<file path="src/rtl/inst_fetch_unit_if.sv">
// Fetch-stage bus bundle.
// Groups the instruction-cache link (PC out, instruction in), the pipeline
// control inputs (en, stall, redirect) and the IF/ID register outputs.
//   master : the fetch unit (drives PC and the IF/ID outputs)
//   slave  : the environment (cache + pipeline control)
interface inst_fetch_unit_if;
  logic        en;
  logic        stall;
  logic        redirect_valid;
  logic [7:0]  redirect_pc;
  logic [15:0] instruction;
  logic [7:0]  PC;
  logic [15:0] if_instr;
  logic [7:0]  if_pc;
  logic        if_valid;
  logic        halted;

  modport master (
    input  en, stall, redirect_valid, redirect_pc, instruction,
    output PC, if_instr, if_pc, if_valid, halted
  );

  modport slave (
    output en, stall, redirect_valid, redirect_pc, instruction,
    input  PC, if_instr, if_pc, if_valid, halted
  );
endinterface

</file>
<file path="src/rtl/inst_fetch_unit.sv">
// Instruction fetch unit.
// Owns the 8-bit program counter, presents it to the instruction cache and
// latches the returned word into the IF/ID register. Supports stall/enable
// hold, execute-stage redirects (one bubble) and a permanent halt when a
// jump-to-self (opcode 4'b1000, target == PC) is fetched.
// Ports:
//   clk   - rising-edge clock
//   rst_n - asynchronous active-low reset
//   bus   - inst_fetch_unit_if.master: en, stall, redirect_valid,
//           redirect_pc, instruction in; PC, if_instr, if_pc, if_valid,
//           halted out (all outputs registered)
module inst_fetch_unit #(
  parameter logic [7:0]  RESET_PC    = 8'h00,
  parameter logic [15:0] NOP_WORD    = 16'h0000,
  parameter bit          HALT_DETECT = 1'b1
) (
  input logic               clk,
  input logic               rst_n,
  inst_fetch_unit_if.master bus
);

  localparam logic [1:0] ST_IDLE  = 2'd0;
  localparam logic [1:0] ST_FETCH = 2'd1;
  localparam logic [1:0] ST_HALT  = 2'd2;

  localparam logic [3:0] OP_JUMP = 4'b1000;

  logic [1:0]  state_q,    state_d;
  logic [7:0]  pc_q,       pc_d;
  logic [15:0] if_instr_q, if_instr_d;
  logic [7:0]  if_pc_q,    if_pc_d;
  logic        if_valid_q, if_valid_d;
  logic        halted_q,   halted_d;

  logic advance;
  logic self_jump;

  assign advance   = bus.en && !bus.stall;
  // A jump whose target is its own address can never make progress.
  assign self_jump = HALT_DETECT
                     && (bus.instruction[15:12] == OP_JUMP)
                     && (bus.instruction[7:0] == pc_q);

  always_comb begin
    // NOTE: every next-state signal gets a hold default first so no path
    // through the case leaves it unassigned and infers a latch.
    state_d    = state_q;
    pc_d       = pc_q;
    if_instr_d = if_instr_q;
    if_pc_d    = if_pc_q;
    if_valid_d = if_valid_q;
    halted_d   = halted_q;

    case (state_q)
      ST_IDLE: begin
        // Start-up edge: only the state moves; no word is latched yet.
        if (bus.en) state_d = ST_FETCH;
      end

      ST_FETCH: begin
        if (bus.redirect_valid) begin
          // Redirect wins over stall, enable and halt detection; the word
          // fetched from the old PC is squashed into a bubble.
          pc_d       = bus.redirect_pc;
          if_instr_d = NOP_WORD;
          if_valid_d = 1'b0;
        end else if (advance) begin
          if_instr_d = bus.instruction;
          if_pc_d    = pc_q;
          if_valid_d = 1'b1;
          if (self_jump) begin
            state_d  = ST_HALT;
            halted_d = 1'b1;
          end else begin
            pc_d = pc_q + 8'd1;
          end
        end
      end

      ST_HALT: begin
        // Frozen until reset; only the valid flag drops.
        if_valid_d = 1'b0;
      end

      default: state_d = ST_IDLE;
    endcase
  end

  // NOTE: state registers use non-blocking assignments so every flop samples
  // the pre-edge values regardless of statement order.
  always_ff @(posedge clk or negedge rst_n) begin
    if (!rst_n) begin
      state_q    <= ST_IDLE;
      pc_q       <= RESET_PC;
      if_instr_q <= NOP_WORD;
      if_pc_q    <= 8'h00;
      if_valid_q <= 1'b0;
      halted_q   <= 1'b0;
    end else begin
      state_q    <= state_d;
      pc_q       <= pc_d;
      if_instr_q <= if_instr_d;
      if_pc_q    <= if_pc_d;
      if_valid_q <= if_valid_d;
      halted_q   <= halted_d;
    end
  end

  assign bus.PC       = pc_q;
  assign bus.if_instr = if_instr_q;
  assign bus.if_pc    = if_pc_q;
  assign bus.if_valid = if_valid_q;
  assign bus.halted   = halted_q;

endmodule

</file>
<file path="src/flat_wrapper.sv">
// flat-port wrapper written by rule: the top's interface ports become plain ports
module inst_fetch_unit_flat 
#(
  parameter logic [7:0]  RESET_PC    = 8'h00,
  parameter logic [15:0] NOP_WORD    = 16'h0000,
  parameter bit          HALT_DETECT = 1'b1
)
  (clk, rst_n, bus_en, bus_stall, bus_redirect_valid, bus_redirect_pc, bus_instruction, bus_PC, bus_if_instr, bus_if_pc, bus_if_valid, bus_halted);
  inst_fetch_unit_if bus_i ();
  input logic clk;
  input logic rst_n;
  input wire logic [$bits(bus_i.en)-1:0] bus_en;
  input wire logic [$bits(bus_i.stall)-1:0] bus_stall;
  input wire logic [$bits(bus_i.redirect_valid)-1:0] bus_redirect_valid;
  input wire logic [$bits(bus_i.redirect_pc)-1:0] bus_redirect_pc;
  input wire logic [$bits(bus_i.instruction)-1:0] bus_instruction;
  output wire logic [$bits(bus_i.PC)-1:0] bus_PC;
  output wire logic [$bits(bus_i.if_instr)-1:0] bus_if_instr;
  output wire logic [$bits(bus_i.if_pc)-1:0] bus_if_pc;
  output wire logic [$bits(bus_i.if_valid)-1:0] bus_if_valid;
  output wire logic [$bits(bus_i.halted)-1:0] bus_halted;
  assign bus_i.en = bus_en;
  assign bus_i.stall = bus_stall;
  assign bus_i.redirect_valid = bus_redirect_valid;
  assign bus_i.redirect_pc = bus_redirect_pc;
  assign bus_i.instruction = bus_instruction;
  assign bus_PC = bus_i.PC;
  assign bus_if_instr = bus_i.if_instr;
  assign bus_if_pc = bus_i.if_pc;
  assign bus_if_valid = bus_i.if_valid;
  assign bus_halted = bus_i.halted;
  inst_fetch_unit #(.RESET_PC(RESET_PC), .NOP_WORD(NOP_WORD), .HALT_DETECT(HALT_DETECT)) u_core (.clk(clk), .rst_n(rst_n), .bus(bus_i));
endmodule
</file>
<file path="config.mk">
export PLATFORM = sky130hd
export DESIGN_NAME = inst_fetch_unit_flat
export DESIGN_NICKNAME = d
export VERILOG_FILES = /design/src/rtl/inst_fetch_unit_if.sv /design/src/rtl/inst_fetch_unit.sv /design/src/flat_wrapper.sv
export SDC_FILE = /design/constraint.sdc
export NUM_CORES = 1
export LEC_CHECK = 0
export CORE_MARGIN = 1.5
export CORE_UTILIZATION = 40
export CTS_CLUSTER_SIZE = 28
export DETAILED_ROUTE_END_ITERATION = 8
export PLACE_DENSITY_LB_ADDON = 0.1
export RECOVER_POWER = 25
export SLEW_MARGIN = 30
export SYNTH_ARGS = -nofsm -noshare
export SYNTH_HDL_FRONTEND = slang
export SYNTH_SLANG_ARGS = --single-unit
</file>
<file path="constraint.sdc">
create_clock -name clk -period 1.68 [get_ports clk]
set_input_delay 0.336 -clock clk [delete_from_list [all_inputs] [get_ports clk]]
set_output_delay 0.336 -clock clk [all_outputs]
set_load 0.05 [all_outputs]
</file>
==> impl_summary.log <==
INFO  metric dp_hpwl = 3740 um
INFO  metric clock.fmax = 543 MHz
INFO  metric async_set_reset_flop_share_out_of_synthesis = 100%
INFO  metric synthMuxAreaShare = 1.75%
INFO  metric main_combinational_cell_family_by_area_after_synthesis = compound AO/OA/AOI/OAI gates
INFO  metric r2r-end = u_core.state_q[0]
INFO  metric drt.antenna.violating_nets = 0
INFO  metric design_area_final = 2880 um2
INFO  metric holdBufCountCts = 0
INFO  metric antennaDiodeCount = 0
INFO  metric synth-warning-count = 0
INFO  metric postSynth.topFlopCell = dfrtp_1
INFO  metric floorplan.die.width = 69.9 um
INFO  metric grt_remaining_overflow = 0
INFO  metric dpl_cell_area = 2680 um2
INFO  metric hold_slack = 0.285 ns
INFO  metric leakage_power = 1.40 nW
INFO  metric post-route-period-util = 110%
INFO  metric wl = 5130 um
INFO  metric post_synth.cell_area_avg = 10.2 um2
INFO  metric final_layout_size_suffix_gt1_share = 37.7%
INFO  metric synth-compound-area-share = 21.3%
INFO  metric timing.critical_path.slowest_cell_delay = 0.43 ns
INFO  metric route.detailed.vias_per_inst = 5.39
INFO  metric place_congestion = 0.844
INFO  metric clk_pin_slew = 0.07 ns
INFO  metric core_region_area = 4320 um2
INFO  metric hold_violations = 0
INFO  metric endpoint_kind = flip-flop
INFO  metric htreeDepth = 2
INFO  metric insertion_delay = 0.29 ns
INFO  metric vias = 1709
INFO  metric synth_xor_xnor_area_share = 3.91%
INFO  metric cell_area_after_technology_mapping = 1790 um2
INFO  metric starting_density_of_the_core = 41.4%
INFO  metric mostFrequentLayoutCell = buf_4
INFO  metric critical_path_required = 1.85 ns
INFO  metric timing.clock.skew = 0.00519 ns
INFO  metric yosys-top-cells-area = dfrtp_1 (50%), a22o_1 (7.3%), nand2_1 (4.6%), xor2_1 (2.9%), ha_1 (2.8%)
INFO  metric critical_path.slowest_cell = dfrtp_2
INFO  metric design.portCount = 63
INFO  metric finalWorstSetupSlack = -0.162 ns
INFO  metric synthSimpleGateAreaFrac = 15.6%
INFO  metric global_route_wire_length_before_repair = 8250 um
INFO  metric synth-edff-count = 0
INFO  metric path_max_fanout = 7
INFO  metric die-area = 4890 um2
INFO  metric drt_iter0_drc = 139
INFO  metric rr_startpoint = u_core.bus.PC[2]
INFO  metric grt_usage = 21.6%
INFO  metric cp_data_arrival_time = 2.02 ns
INFO  metric finalCoreUtilization = 66.6%
INFO  metric die_height = 69.9 um
INFO  metric path_delay_family = simple AND/OR/NAND/NOR gates
INFO  metric timing.slew.headroom = 40.0%
INFO  metric grt_antenna_before_repair = 0
INFO  metric tritoncts = done
INFO  metric setup_viol = 7
INFO  metric setup_repair_after_global_routing_missed_its_margin = yes
INFO  metric synth_top_area_share = 50.3%
INFO  metric wire_length_per_cell = 16.2 um
INFO  metric vdd_ir_drop_max = 0.000930 V
INFO  metric hold_end = u_core.bus.if_instr[15]
INFO  metric worstPathCellList = xor2_2 > nor4_4 > nand4_4 > or3_4 > o31ai_4 > nor2_1
INFO  metric power_density = 1900 nW/um2
INFO  metric io_buffers = 62
INFO  metric min_path_cells = 2
INFO  metric final_nets = 297
INFO  metric cts_inserted_buffers = 5
INFO  metric detailedPlace.worstSlack = -0.914 ns
INFO  metric synth-adder-area-share = 2.79%
INFO  metric area_growth_syn_to_layout = 60.6%
INFO  metric cts_max_path_buffers = 2
INFO  metric numClockSinks = 36
INFO  metric grt_max_degree = 37
INFO  metric period_minus_ws_final = 1.84 ns
INFO  metric yosysSeqAreaShare = 50.3%
INFO  metric path_buf_inv = 0
INFO  metric status = finished, violations left
INFO  metric drt_pass1_iterations = 4
INFO  metric cts.root.buffer_cell = clkbuf_8
INFO  metric worst-slew-pin-transition = 0.900 ns
INFO  metric grt_pass1_vias = 1705
INFO  metric synthDominantAreaCellType = dfrtp_1
INFO  metric hold_path.class = primary input to flip-flop
INFO  metric r2r_setup_slack = -0.16 ns
INFO  metric post_route_drc = 0
INFO  metric hold_start = bus_instruction[15]
INFO  metric synth_cell_types = 43
INFO  metric ys_ff_latch = 36
INFO  metric rows = 24
INFO  metric slew_violations = 0
INFO  metric r2r.worst_path.cells = 6
INFO  metric critical_path_class = flip-flop to flip-flop
INFO  metric critical_path.startpoint_type = flip-flop
INFO  metric final_cell_mix = buf_4 (51), dfrtp_1 (32), nand2_1 (21)
INFO  metric violations = negative setup slack
INFO  metric max-cap-violations = 0
INFO  metric post_synth_inst_count = 176
INFO  metric synth_fp_nets = 209
==> worst register-to-register path, stage by stage (launching register included) <==
cell and delay (ns):
dfrtp_2 0.43, xor2_2 0.16, nor4_4 0.33, nand4_4 0.20
or3_4 0.38, o31ai_4 0.17, nor2_1 0.07
==> Yosys cell counts, types with 2 or more instances <==
cell type and count:
nand2b_1 2, inv_1 8, nor2_1 12, xor2_1 6
o31ai_1 2, a21o_1 2, nor4_1 2, o22ai_1 6
clkbuf_1 8, xnor2_1 2, mux2i_1 2, nand2_1 22
nand3b_1 2, a22o_1 15, a31oi_1 2, nand3_1 6
dfrtp_1 36, o21ai_0 5, a21oi_1 6, ha_1 4
and3_1 3, o21ai_1 2
==> area by class of cell <==
cell class | instances | area [um2]
Fill cell | 369 | 1450
Tap cell | 52 | 65.1
Multi-Input combinational cell | 122 | 937
Inverter | 8 | 30.0
Clock buffer | 8 | 100
Sequential cell | 36 | 906
Timing Repair Buffer | 91 | 840
==> metal layers <==
layer,routed length [um],GRT usage [%]
met5,0,0
met4,60,7.48
met3,292,5.63
met2,2540,34.8
met1,2240,28.3
==> stage by stage <==
| step | cells | setup TNS, ns | power (mW) |
|---|---|---|---|
| 6_report | 317 | -0.727 | 5.48 |
| 5_1_grt | 317 | -1.39 | 5.75 |
| 3_3_place_gp | 307 | -9.28 | 4.58 |
| 4_1_cts | 317 | -1.15 | 5.39 |
| 2_1_floorplan | 176 | -1.19 | 3.34 |
| 3_5_place_dp | 307 | -10.89 | 4.66 |
==> worst max-delay path by stage <==
stage / depth (start not counted) / from / end / slack (ns)
2_1_floorplan: 7 / u_core.bus.PC[2] / u_core.state_q[0] / -0.23
3_3_place_gp: 7 / bus_instruction[12] / u_core.state_q[0] / -0.84
3_5_place_dp: 7 / bus_instruction[12] / u_core.state_q[0] / -0.91
4_1_cts: 6 / u_core.bus.PC[2] / u_core.state_q[0] / -0.28
5_1_grt: 6 / u_core.bus.PC[2] / u_core.state_q[0] / -0.24
6_report: 6 / u_core.bus.PC[2] / u_core.state_q[0] / -0.16
==> power by group <==
part           switching [mW]  internal (mW)  leakage [nW]
registers               0.205           1.19         0.461
clock network           0.301          0.374        0.0515
logic                    2.08           1.33         0.884
==> logic make-up after synthesis <==
| logic type | count (synthesis) |
|---|---|
| buffers and inverters | 18 |
| adders and majority gates | 4 |
| DFF | 36 |
| and+or+nand+nor | 56 |
| AOI/OAI and AO/OA | 51 |
| muxes | 3 |
| xor gates and xnor gates | 8 |
==> timing repair <==
item / 4_1_cts / 5_1_grt
endpoints found under the setup margin: 11 / 10
buffers inserted: 2 / 0
resized for setup: 15 / 22
pin swaps: 9 / 12
==> flip-flops by register name, indices dropped and copies added (netlist names) <==
name,cells
u_core.bus.if_valid,1
u_core.state_q,2
u_core.bus.halted,1
u_core.bus.if_pc,8
u_core.bus.PC,8
u_core.bus.if_instr,16
(Power assumes the default switching activity.)
